[src/rtl/hazard_pkg.sv]
// Shared types and constants for the hazard / forwarding controller.
// Holds the forward-select encodings, the jr FSM states, the shadow-entry
// record and the register-match helpers used by the top and the shadow pipe.
package hazard_pkg;

    localparam int HZ_REG_W = 5;

    // EX-stage operand mux select encodings (2'b11 is never produced)
    localparam logic [1:0] FWD_REG = 2'b00;
    localparam logic [1:0] FWD_WB  = 2'b01;
    localparam logic [1:0] FWD_MEM = 2'b10;

    typedef enum logic {
        RUN     = 1'b0,
        JR_WAIT = 1'b1
    } hz_state_e;

    // Destination info tracked for every in-flight instruction
    typedef struct packed {
        logic [HZ_REG_W-1:0] dst;
        logic                wr;
        logic                ld;
    } shadow_t;

    localparam shadow_t SHADOW_BUBBLE = '0;

    // True when a stage writes register r; $0 never matches
    function automatic logic writes_reg(
        input logic                wr,
        input logic [HZ_REG_W-1:0] dst,
        input logic [HZ_REG_W-1:0] r
    );
        return wr && (dst == r) && (r != '0);
    endfunction

    // Youngest producer wins: EX producer -> MEM value, MEM producer -> WB value
    function automatic logic [1:0] fwd_select(
        input logic                use_src,
        input logic [HZ_REG_W-1:0] src,
        input logic                ex_wr,
        input logic [HZ_REG_W-1:0] ex_dst,
        input logic                mem_wr,
        input logic [HZ_REG_W-1:0] mem_dst
    );
        if (use_src && writes_reg(ex_wr, ex_dst, src)) return FWD_MEM;
        if (use_src && writes_reg(mem_wr, mem_dst, src)) return FWD_WB;
        return FWD_REG;
    endfunction

endpackage

[src/rtl/hazard_dest_pipe.sv]
// Three-stage shadow chain of destination info (EX -> MEM -> WB).
// A bubble is inserted into EX whenever ID does not advance.
module hazard_dest_pipe
    import hazard_pkg::*;
(
    input  logic    clk,
    input  logic    rst,
    input  logic    id_take,
    input  shadow_t id_entry,
    output shadow_t ex_entry,
    output shadow_t mem_entry,
    output shadow_t wb_entry
);

    shadow_t ex_d, ex_q, mem_d, mem_q, wb_d, wb_q;

    // Next-stage values: EX takes the ID instruction or a bubble
    always_comb begin
        ex_d  = id_take ? id_entry : SHADOW_BUBBLE;
        mem_d = ex_q;
        wb_d  = mem_q;
    end

    // Shadow register chain, cleared by asynchronous reset
    always_ff @(posedge clk or posedge rst) begin
        if (rst) begin
            ex_q  <= SHADOW_BUBBLE;
            mem_q <= SHADOW_BUBBLE;
            wb_q  <= SHADOW_BUBBLE;
        end else begin
            ex_q  <= ex_d;
            mem_q <= mem_d;
            wb_q  <= wb_d;
        end
    end

    assign ex_entry  = ex_q;
    assign mem_entry = mem_q;
    assign wb_entry  = wb_q;

endmodule

[src/rtl/hazard_forward_unit.sv]
// Hazard and forwarding controller for a 5-stage MIPS pipeline (jal/jr).
// Produces registered EX operand-mux selects, the load-use stall and jr
// resolution in ID (stall until the target is in the register file, then
// release jr_go together with an IF flush).
// Optional build macro HAZARD_STATS_EN adds stall_count / jr_count outputs.
module hazard_forward_unit
    import hazard_pkg::*;
#(
    parameter int REG_W        = HZ_REG_W,
    parameter int JR_MAX_STALL = 2
) (
    input  logic             clk,
    input  logic             reset,
    input  logic             id_valid,
    input  logic [REG_W-1:0] id_rs,
    input  logic [REG_W-1:0] id_rt,
    input  logic             id_use_rs,
    input  logic             id_use_rt,
    input  logic [REG_W-1:0] id_dst,
    input  logic             id_reg_write,
    input  logic             id_mem_read,
    input  logic             id_is_jr,
    output logic [1:0]       fwd_a_sel,
    output logic [1:0]       fwd_b_sel,
    output logic             stall,
    output logic             flush_if,
    output logic             jr_go
`ifdef HAZARD_STATS_EN
    ,
    output logic [31:0]      stall_count,
    output logic [15:0]      jr_count
`endif
);

    localparam int CNT_W = (JR_MAX_STALL > 2) ? $clog2(JR_MAX_STALL) : 1;
    localparam logic [CNT_W-1:0] CNT_EX_LOAD = CNT_W'(JR_MAX_STALL - 1);

    shadow_t          id_entry, ex_e, mem_e, wb_unused;
    logic             mem_ld_unused;
    hz_state_e        state_q, state_d;
    logic [CNT_W-1:0] cnt_q, cnt_d;
    logic [1:0]       fwd_a_q, fwd_a_d, fwd_b_q, fwd_b_d;
    logic             stall_raw, jr_go_raw, load_use, jr_hazard;
    logic             wait_done, evaluate, id_take, rs_in_ex, rs_in_mem;

    assign id_entry      = '{dst: id_dst, wr: id_reg_write, ld: id_mem_read};
    assign mem_ld_unused = mem_e.ld;
    assign id_take       = id_valid && !stall_raw;

    hazard_dest_pipe u_dest_pipe (
        .clk       (clk),
        .rst       (reset),
        .id_take   (id_take),
        .id_entry  (id_entry),
        .ex_entry  (ex_e),
        .mem_entry (mem_e),
        .wb_entry  (wb_unused)
    );

    // jr FSM next state, load-use detection and jr resolution.
    // The last JR_WAIT cycle (cnt == 0) re-evaluates the jr exactly like RUN:
    // by then the producer has reached WB, so the jr is released there and
    // the total stall equals the producer's distance from WB.
    always_comb begin
        state_d   = state_q;
        cnt_d     = cnt_q;
        load_use  = 1'b0;
        jr_hazard = 1'b0;
        jr_go_raw = 1'b0;
        wait_done = (state_q == JR_WAIT) && (cnt_q == '0);
        evaluate  = (state_q == RUN) || wait_done;
        rs_in_ex  = writes_reg(ex_e.wr, ex_e.dst, id_rs);
        rs_in_mem = writes_reg(mem_e.wr, mem_e.dst, id_rs);

        if (state_q == JR_WAIT) begin
            if (wait_done) state_d = RUN;
            else           cnt_d   = cnt_q - CNT_W'(1);
        end

        if (evaluate && id_valid) begin
            load_use = ex_e.ld &&
                       ((id_use_rs && writes_reg(ex_e.wr, ex_e.dst, id_rs)) ||
                        (id_use_rt && writes_reg(ex_e.wr, ex_e.dst, id_rt)));
            if (id_is_jr) begin
                if (rs_in_ex) begin
                    jr_hazard = 1'b1;
                    cnt_d     = CNT_EX_LOAD;
                    state_d   = JR_WAIT;
                end else if (rs_in_mem) begin
                    jr_hazard = 1'b1;
                    cnt_d     = '0;
                    state_d   = JR_WAIT;
                end else if (!load_use) begin
                    jr_go_raw = 1'b1;
                end
            end
        end

        stall_raw = ((state_q == JR_WAIT) && !wait_done) || load_use || jr_hazard;
    end

    // Forward selects for the instruction entering EX; bubbles get register file
    always_comb begin
        fwd_a_d = FWD_REG;
        fwd_b_d = FWD_REG;
        if (id_take) begin
            fwd_a_d = fwd_select(id_use_rs, id_rs, ex_e.wr, ex_e.dst, mem_e.wr, mem_e.dst);
            fwd_b_d = fwd_select(id_use_rt, id_rt, ex_e.wr, ex_e.dst, mem_e.wr, mem_e.dst);
        end
    end

    // FSM, wait counter and registered selects
    always_ff @(posedge clk or posedge reset) begin
        if (reset) begin
            state_q <= RUN;
            cnt_q   <= '0;
            fwd_a_q <= FWD_REG;
            fwd_b_q <= FWD_REG;
        end else begin
            state_q <= state_d;
            cnt_q   <= cnt_d;
            fwd_a_q <= fwd_a_d;
            fwd_b_q <= fwd_b_d;
        end
    end

    // Combinational controls are forced low while reset is held
    assign stall     = stall_raw & ~reset;
    assign jr_go     = jr_go_raw & ~reset;
    assign flush_if  = jr_go_raw & ~reset;
    assign fwd_a_sel = fwd_a_q;
    assign fwd_b_sel = fwd_b_q;

`ifdef HAZARD_STATS_EN
    logic [31:0] stall_count_q, stall_count_d;
    logic [15:0] jr_count_q, jr_count_d;

    // Stall counter wraps; jr counter saturates
    always_comb begin
        stall_count_d = stall_count_q + {31'd0, stall_raw};
        jr_count_d    = jr_count_q;
        if (jr_go_raw && (jr_count_q != 16'hFFFF)) jr_count_d = jr_count_q + 16'd1;
    end

    // Statistics registers
    always_ff @(posedge clk or posedge reset) begin
        if (reset) begin
            stall_count_q <= '0;
            jr_count_q    <= '0;
        end else begin
            stall_count_q <= stall_count_d;
            jr_count_q    <= jr_count_d;
        end
    end

    assign stall_count = stall_count_q;
    assign jr_count    = jr_count_q;
`endif

endmodule
[config.mk]
export PLATFORM = sky130hd
export DESIGN_NAME = hazard_forward_unit
export DESIGN_NICKNAME = d
export VERILOG_FILES = /design/src/rtl/hazard_pkg.sv /design/src/rtl/hazard_dest_pipe.sv /design/src/rtl/hazard_forward_unit.sv
export SDC_FILE = /design/constraint.sdc
export NUM_CORES = 1
export LEC_CHECK = 0
export ABC_AREA = 1
export CAP_MARGIN = 20
export CORE_MARGIN = 4
export CORE_UTILIZATION = 42
export CTS_CLUSTER_SIZE = 8
export DETAILED_ROUTE_END_ITERATION = 12
export GPL_TIMING_DRIVEN = 0
export PLACE_DENSITY = 0.81
export SYNTH_ARGS = -nofsm -noshare
export SYNTH_HDL_FRONTEND = slang
export SYNTH_SLANG_ARGS = --single-unit
[constraint.sdc]
create_clock -name clk -period 1.8 [get_ports clk]
set_input_delay 0.54 -clock clk [delete_from_list [all_inputs] [get_ports clk]]
set_output_delay 0.54 -clock clk [all_outputs]
set_load 0.02 [all_outputs]
Word-level counts from Yosys, hierarchy flattened

Index checks and enable logic that the tools add are counted.

Flip-flop bits (word level): 19
Input port bits: 23
Output and inout port bits: 7
Word-level logic and storage cells: 87

$add $sub $neg: 1
Equality and inequality tests: 4
Muxes and demuxes: 43
Bitwise logic cells: 5
Reduce and logical (&&, ||, !) cells: 25

Operators with widths:

| kind                | count |
|---|---|
| $mux 1              | 32 |
| $eq 5x5->1          | 4 |
| $mux 2              | 10 |
| $logic_and 1x1->1   | 17 |
| $reduce_bool 5->1   | 2 |
| $mux 7              | 1 |
| $logic_or 1x1->1    | 4 |
| $not 1->1           | 3 |
| $and 1x1->1         | 2 |
| $logic_not 1->1     | 2 |
| $sub 1x1->1 const B | 1 |

Longest topological paths before layout

Depth after elaboration: 17
Gate-level depth with buffers: 12
Mapped depth without buffers: 11

Modules after synthesis

Synthesis repeated with hierarchy kept, for this count alone.

Cell total of the unflattened synthesis: 158
Area total of the unflattened synthesis: 1303.8 sq um

Modules (own cells, without submodules):

| module              | instances | cells an instance | area each (sq um) | sequential area each (sq um) |
|---|---|---|---|---|
| hazard_forward_unit | 1         | 122               | 721.9             | 150.1 |
| hazard_dest_pipe    | 1         | 36                | 581.8             | 525.5 |

Worst setup path before layout

Ideal clock, no wire load.

Path type: input -> output
From: input reset
To: output jr_go
Arrival: 1.748 ns
Data required time: 1.260 ns
Path slack: -0.488 ns
Cell stages on the path: 4
Buffers on the path: 1
Path through: inv_1 -> nand4_1 -> a21oi_1 -> buf_4

Word-level cells in the longest chain between the ends: 2

Ends and longest elaborated chain:

| item        | line                      | RTL |
|---|---|---|
| from (decl) | hazard_forward_unit.sv:13 | `input logic reset,` |
| $not 1->1   | --                        |  |
| $and 1x1->1 | --                        |  |
| to (decl)   | hazard_forward_unit.sv:27 | `output logic jr_go` |

No other way between the ends.

Final worst setup path

From: register u_dest_pipe.mem_q (netlist bit u_dest_pipe.mem_entry[6])
To: output stall

Word-level cells in the longest chain between the ends: 9

Ends and longest elaborated chain:

| item                            | line                       | RTL |
|---|---|---|
| from (decl)                     | hazard_dest_pipe.sv:15     | `shadow_t ex_d, ex_q, mem_d, mem_q, wb_d, wb_q;` |
| from (signal assigned)          | hazard_dest_pipe.sv:32     | `mem_q <= mem_d;` |
| $eq 5x5->1                      | hazard_pkg.sv:33           | `return wr && (dst == r) && (r != '0);` |
| $logic_and 1x1->1 (2 in series) | hazard_pkg.sv:33           |  |
| $mux 1                          | hazard_forward_unit.sv:89  | `end else if (rs_in_mem) begin` |
| $mux 1                          | hazard_forward_unit.sv:85  | `if (rs_in_ex) begin` |
| $mux 1                          | hazard_forward_unit.sv:84  | `if (id_is_jr) begin` |
| $mux 1                          | hazard_forward_unit.sv:80  | `if (evaluate && id_valid) begin` |
| $logic_or 1x1->1                | hazard_forward_unit.sv:99  | `stall_raw = ((state_q == JR_WAIT) && !wait_done) \|\| load_use \|\| jr_hazard;` |
| $and 1x1->1                     | hazard_forward_unit.sv:128 | `assign stall = stall_raw & ~reset;` |
| to (decl)                       | hazard_forward_unit.sv:25  | `output logic stall,` |

No other way between the ends.

==> summary.md <==
| Metric | Value |
|---|---|
| Status | `finished, violations left` |
| Violations in the final reports | `setup timing` |
| Cell area reported after detailed placement | `1490 um^2` |
| Worst r2r src | `u_dest_pipe.ex_entry[6]` |
| Largest net degree at the start of global routing | `12` |
| Met3 Usage GRT | `4.36%` |
| Worst hold-check path type | `flip-flop to flip-flop` |
| Worst-path maximum fanout | `3` |
| Final design area excluding fillers | `1730 um^2` |
| Capture point of the worst reg-to-reg path | `u_dest_pipe.ex_entry[3]` |
| TritonCTS sink count | `19` |
| Layout Area Growth over Synthesis | `56.6%` |
| Synthesized-area fraction occupied by ao, oa, aoi and oai cells | `5.31%` |
| Reg-to-reg setup timing slack | `0.12 ns` |
| Worst voltage drop across the vdd grid | `0.473 mV` |
| Met2 layer usage reported by global route | `31.8%` |
| Worst Hold Path EP | `u_dest_pipe.mem_entry[5]` |
| Wire length after detailed routing | `3130 um` |
| Buffers from clock root to sink, at most | `2` |
| Antenna violations before repair | `0` |
| Port Buf Inserts | `29` |
| Number of pins with negative max-slew slack in the final report | `0` |
| Kind of start point of the critical path | `flip-flop` |
| First-pass GRT wire length | `4940 um` |
| Adder-cell share of the synthesized area | `0%` |
| Final Cycle Share | `127%` |
| Final routed DRC violation total | `0` |
| Share of the synthesized netlist area taken by xor and xnor gates | `2.37%` |
| Placer congestion estimate | `0.837` |
| Number of vias per cell after detailed routing | `4.98` |
| Setup repair after global routing missed its margin | `true` |
| Slew of the pin with the lowest slew margin | `0.476 ns` |
| Die footprint | `3520 um^2` |
| Final #Nets | `222` |
| Global-route track usage on met1 | `22.2%` |
| Yosys warnings | `0` |
| Total overflow reported by the global router | `0` |
| Average detailed-routed wire length per instance | `13.7 um` |
| GRT Total Usage | `18.8%` |
| Instance count of the mapped netlist | `150` |
| Post-layout min period | `2.29 ns` |
| Flip-flop and latch count after synthesis | `19` |
| First-pass iteration count of the detailed router | `4` |
| Share of post-route cells with drive strength above 1 | `43.9%` |
| Core Box Area | `2500 um^2` |
| Count of final hold-check violations | `0` |
| Antenna Diode Count | `0` |
| Floorplan die width | `59.3 um` |
| CTS clk-pin slew, worst paths | `0.11 ns` |
| Worst slew margin relative to its limit | `68.1%` |
| Placement Rows | `18` |
| Sequential area share after synthesis | `42.9%` |
| Sequential cell area in the final layout | `478 um^2` |
| Crit path DAT | `1.75 ns` |
| Vias | `1,136` |
| Clock Skews | `0.00312 ns` |
| Chip height | `59.3 um` |
| Nature of the critical path endpoint | `output port` |
| H-tree level count | `1` |
| Area of the mapped netlist | `1110 um^2` |
| Data required time of the worst path | `1.26 ns` |
| CTS tree | `yes` |
| Number of antenna-violating nets in the routed design | `0` |
| Count of unique library cells instantiated by Yosys | `22` |
| Worst slack at placement | `-1.44 ns` |
| Total Power Consumption | `896 uW` |
| Clock root buffer master | `clkbuf_4` |
| Category of the critical setup timing path | `flip-flop to output port` |
| Final worst slack | `-0.493 ns` |
| Skew-Pair Late Insertion Delay | `0.29 ns` |
| Power density over the cells | `517 nW/um^2` |
| Largest family of logic cells by synthesized area | `simple AND/OR/NAND/NOR gates` |
| Filler cells | `171` |
| Detail Placement HPWL | `2100 um` |
| Number of placed instances, taps included | `209` |
| Global routing's busiest layer | `met2` |
| Combined area of the multi-input logic cells | `618 um^2` |
| Finish-stage setup viols | `3` |
| Post-layout instance count excluding filler cells | `228` |
| I/O Pins | `30` |
| Hold Path Stages | `0` |
| Initial core utilization | `44.3%` |
| Synth Area in Simple Gates | `36.5%` |
| Standby leakage power | `0.913 nW` |
| Share of synthesized area spent on multiplexers | `0%` |
| Avg Inst Size Synth | `7.38 um^2` |
| Worst R2R Path Depth | `12` |
| Post-synthesis net count | `173` |
| Number of global-route vias before repair | `1,185` |
| Maximum achievable frequency | `0.436 GHz` |
| Launch instance of the worst min-delay path | `u_dest_pipe.ex_entry[5]` |
| Count of max-cap constraint violations | `0` |
| Initial DRC count | `28` |
| Total Negative Setup Slacks | `-1.33 ns` |
| Number of buffers created by CTS | `3` |
-- area by class of cell --
class / count / area share [%]
Multi-Input combinational cell: 96 / 35.6
Sequential cell: 19 / 27.6
Timing Repair Buffer: 43 / 22.7
Inverter: 33 / 8.80
Tap cell: 30 / 2.16
Clock buffer: 3 / 1.30
Buffer: 2 / 1.30
Clock inverter: 1 / 0.289
Timing Repair inverter: 1 / 0.289
-- Yosys cell counts, drive strengths merged --
cell    number  area, um^2
nand2       42         163
inv         32         120
nor2        26         148
nor3         1        5.00
nand4        3        18.8
o21ai        3        15.0
a211oi       2        15.0
o31ai        1        7.51
xor2         2        17.5
dfrtp       19         475
nand3       11        70.1
a21oi        3        15.0
clkinv       1        3.75
xnor2        1        8.76
o22ai        1        6.26
buf          2        18.8
-- what timing repair did --
| action | 4_1_cts | 5_1_grt |
|---|---|---|
| gates cloned | 1 | 0 |
| pin swaps | 19 | 7 |
| gates resized for setup | 94 | 14 |
| buffers inserted | 14 | 3 |
| setup endpoints to repair | 14 | 17 |
| hold buffers | 0 | 0 |
-- through the flow --
stage,utilization (%),hold slack (ns)
global route,69.4,0.461
detailed placement,59.7,0.397
floorplan,-,0.374
CTS,67.5,0.439
finish,69.4,0.457
global placement,59.7,0.395
-- power by group --
group / switching [mW] / internal [mW] / total, mW / leakage (nW)
registers: 0.0188 / 0.445 / 0.464 / 0.248
clock network: 0.132 / 0.0826 / 0.215 / 0.0177
logic: 0.119 / 0.0982 / 0.218 / 0.647
total: 0.270 / 0.626 / 0.896 / 0.913
-- state kept, by name (all words and copies together), names as in the netlist --
register	cells
state_q	1
u_dest_pipe.mem_entry	6
cnt_q	1
fwd_b_sel	2
fwd_a_sel	2
u_dest_pipe.ex_entry	7
-- per-layer routing --
metal  part of all wire [%]  vias to the layer above  wire [um]
met2                     52                       39       1640
met4                    1.8                        0         55
li1                       -                      549          -
met3                    5.9                        6        186
met1                     40                      542       1250
met5                      0                        -          0
-- cell usage in the layout (no fill, tap or decap), types with 3 or more instances in the layout --
master	n
clkbuf_4	3
nand4_1	3
dlymetal6s2s_1	4
dfrtp_1	17
nor2_4	7
o21ai_0	3
nand3_2	5
dlygate4sd2_1	4
buf_4	14
nand2_1	35
buf_2	5
nand3_1	4
nand2_2	5
inv_2	8
clkdlybuf4s50_1	8
nor2_2	14
inv_1	19
nor2_1	5
buf_6	8
-- worst max-delay path, stage by stage, from the launching register on --
cell and delay (ns):
dfrtp_1 0.41, inv_1 0.07, nand2_1 0.05, nand2_1 0.06, nand3_1 0.09, nor2_2 0.13, nand2_1 0.07, buf_4 0.14
nor2_4 0.11, nor2_4 0.07, a21oi_4 0.12, buf_6 0.13
-- cells by family (layout without fill, tap and decap cells) --
family | after synthesis | in the layout
compound gates | 10 | 10
xor+xnor | 3 | 3
buf+inv | 35 | 83
flops | 19 | 19
simple gates | 83 | 83
-- how the worst max path moves through the flow --
stage / slack [ns] / to / start
2_1_floorplan: -0.15 / jr_go / id_rs[3]
3_3_place_gp: -1.41 / stall / id_rs[3]
3_5_place_dp: -1.44 / stall / id_rs[3]
4_1_cts: -0.48 / stall / u_dest_pipe.ex_entry[3]
5_1_grt: -0.60 / stall / u_dest_pipe.ex_entry[2]
6_report: -0.49 / stall / u_dest_pipe.mem_entry[6]
Power figures use the tool's default switching activity.
==> patch: new RTL, same flow settings <==
The parameter `JR_MAX_STALL` goes from 2 to 4.
--- a/src/rtl/hazard_forward_unit.sv
+++ b/src/rtl/hazard_forward_unit.sv
@@ -8,5 +8,5 @@
 #(
     parameter int REG_W        = HZ_REG_W,
-    parameter int JR_MAX_STALL = 2
+    parameter int JR_MAX_STALL = 4
 ) (
     input  logic             clk,
Behaviour: not the same (Yosys sat finds a counterexample within 4 cycles, from zero or initial values and one cycle with reset high).
==> patch against the original RTL <==
- wire length down 9.4%
- largest cell class unchanged
- synthesized area rose by 14%
- final cell count up 1.8%
- register-to-register slack improved by 0.11 ns
- sequential cell count rose by 1
- worst setup slack worse by 0.044 ns
- the flow still finishes with violations (negative setup slack)
- critical endpoint is now jr_go
- final area up 5.7%
- total power is 12% higher
==> patch: results (changes against the original RTL) <==
Yosys
  • Fraction of the mapped netlist area in compound gates: 6.028% (+0.72 points)
  • Parity-gate share of the synthesized area counting xor and xnor cells: 2.767% (+0.39 points)
  • Number of distinct library cells after synthesis: 27 (+23%)
  • Synthesized netlist net count: 180 (+4.0%)
  • Commonest cells in the synthesized netlist: 34 x sky130_fd_sc_hd__nand2_1, 20 x sky130_fd_sc_hd__dfrtp_1, 20 x sky130_fd_sc_hd__inv_1, 14 x sky130_fd_sc_hd__nor2_2, 13 x sky130_fd_sc_hd__inv_2
  • Register area share after synthesis: 39.53% (-3.4 points)
  • Per-instance average area after synthesis: 8.117 µm² (+10%)
  • Post-synthesis share of cell area spent on full adders, half adders and majority gates: 0.9881% (+0.99 points)
  • Main area contributors after synthesis: sky130_fd_sc_hd__dfrtp_1 40%, sky130_fd_sc_hd__nand2_1 10%, sky130_fd_sc_hd__nor2_2 6.9%

Route
  • Met1 Wirelength: 1191 µm (-4.5%)
  • Wire length on met3: 121 µm (-35%)
  • Total via count in the routed design: 1118 (-1.6%)
  • Detail-routed via count per cell: 4.819 (-3.3%)
  • Starting DRT DRC Count: 30 (+7.1%)

Worst setup path
  • Number of cells traversed by the worst register-to-register path: 14 (+2)
  • R2r setup slk: 0.23 ns (+0.11 ns)
  • Critical register-to-register path endpoint: fwd_b_sel[1]$_DFF_PP0_
  • CP arrival: 1.80 ns (+0.05 ns)
  • Termination of the worst setup path: jr_go

Cells and area
  • Filler cells: 217 (+27%)
  • Nets: 226 (+1.8%)

STA
  • Final setup vio count: 3 (unchanged)
  • Post-route worst setup slack: -0.5369 ns (-0.04355 ns)
  • Transition time at the pin with the least slew margin: 0.4781 ns (+0.002267 ns)

Worst hold path
  • Launch instance of the worst min-delay path: u_dest_pipe.ex_entry[1]$_DFF_PP0_
  • End point of the worst hold path: u_dest_pipe.mem_entry[1]$_DFF_PP0_

Floorplanning
  • Starting density of the core: 44.76% (+0.46 points)

Place
  • Worst slack after detailed placement: -1.493 ns (-0.05000 ns)

Power
  • Leak pwr: 0.9550 nW (+4.6%)
  • VDD IR-drop max: 0.0004569 V (-3.4%)
  • Power drawn by the combinational cells: 0.253 mW (+16%)

Global routing
  • First-pass GRT wire length: 4774 µm (-3.4%)
  • Global routing met1 resource utilization: 18.47% (-3.7 points)
  • GRT met2 Usage: 27.40% (-4.4 points)
  • Gr usage total: 15.43% (-3.4 points)

CTS
  • Buffer count from post-CTS setup fixing: 7 (-7)
  • PostCTS Resize Cnt: 50 (-47%)

Status
  • Violations in the final reports: negative setup slack
  • Result of the run: finished with violations
-- patch: cell types whose count changed after synthesis, moves of 2 or more --
cell,unedited run,this run
sky130_fd_sc_hd__inv_1,26,20
sky130_fd_sc_hd__nor2_1,10,5
sky130_fd_sc_hd__inv_2,6,13
sky130_fd_sc_hd__nand3_2,3,6
sky130_fd_sc_hd__o21ai_1,0,2
sky130_fd_sc_hd__nand3_4,0,2
sky130_fd_sc_hd__nand2_1,40,34
sky130_fd_sc_hd__nor2_4,2,4
sky130_fd_sc_hd__nand2_2,2,8
sky130_fd_sc_hd__nand3_1,8,3
-- patch: final cells by class --
type	instances	area (µm²)	area share [%]
Multi-Input combinational cell	100	706.9	38.57
Sequential cell	20	500.5	27.30
Inverter	34	157.7	8.601
Tap cell	31	38.79	2.116
Timing Repair inverter	1	5.005	0.2730
Buffer	2	22.52	1.229
Clock buffer	4	36.28	1.980
Timing Repair Buffer	40	365.4	19.93
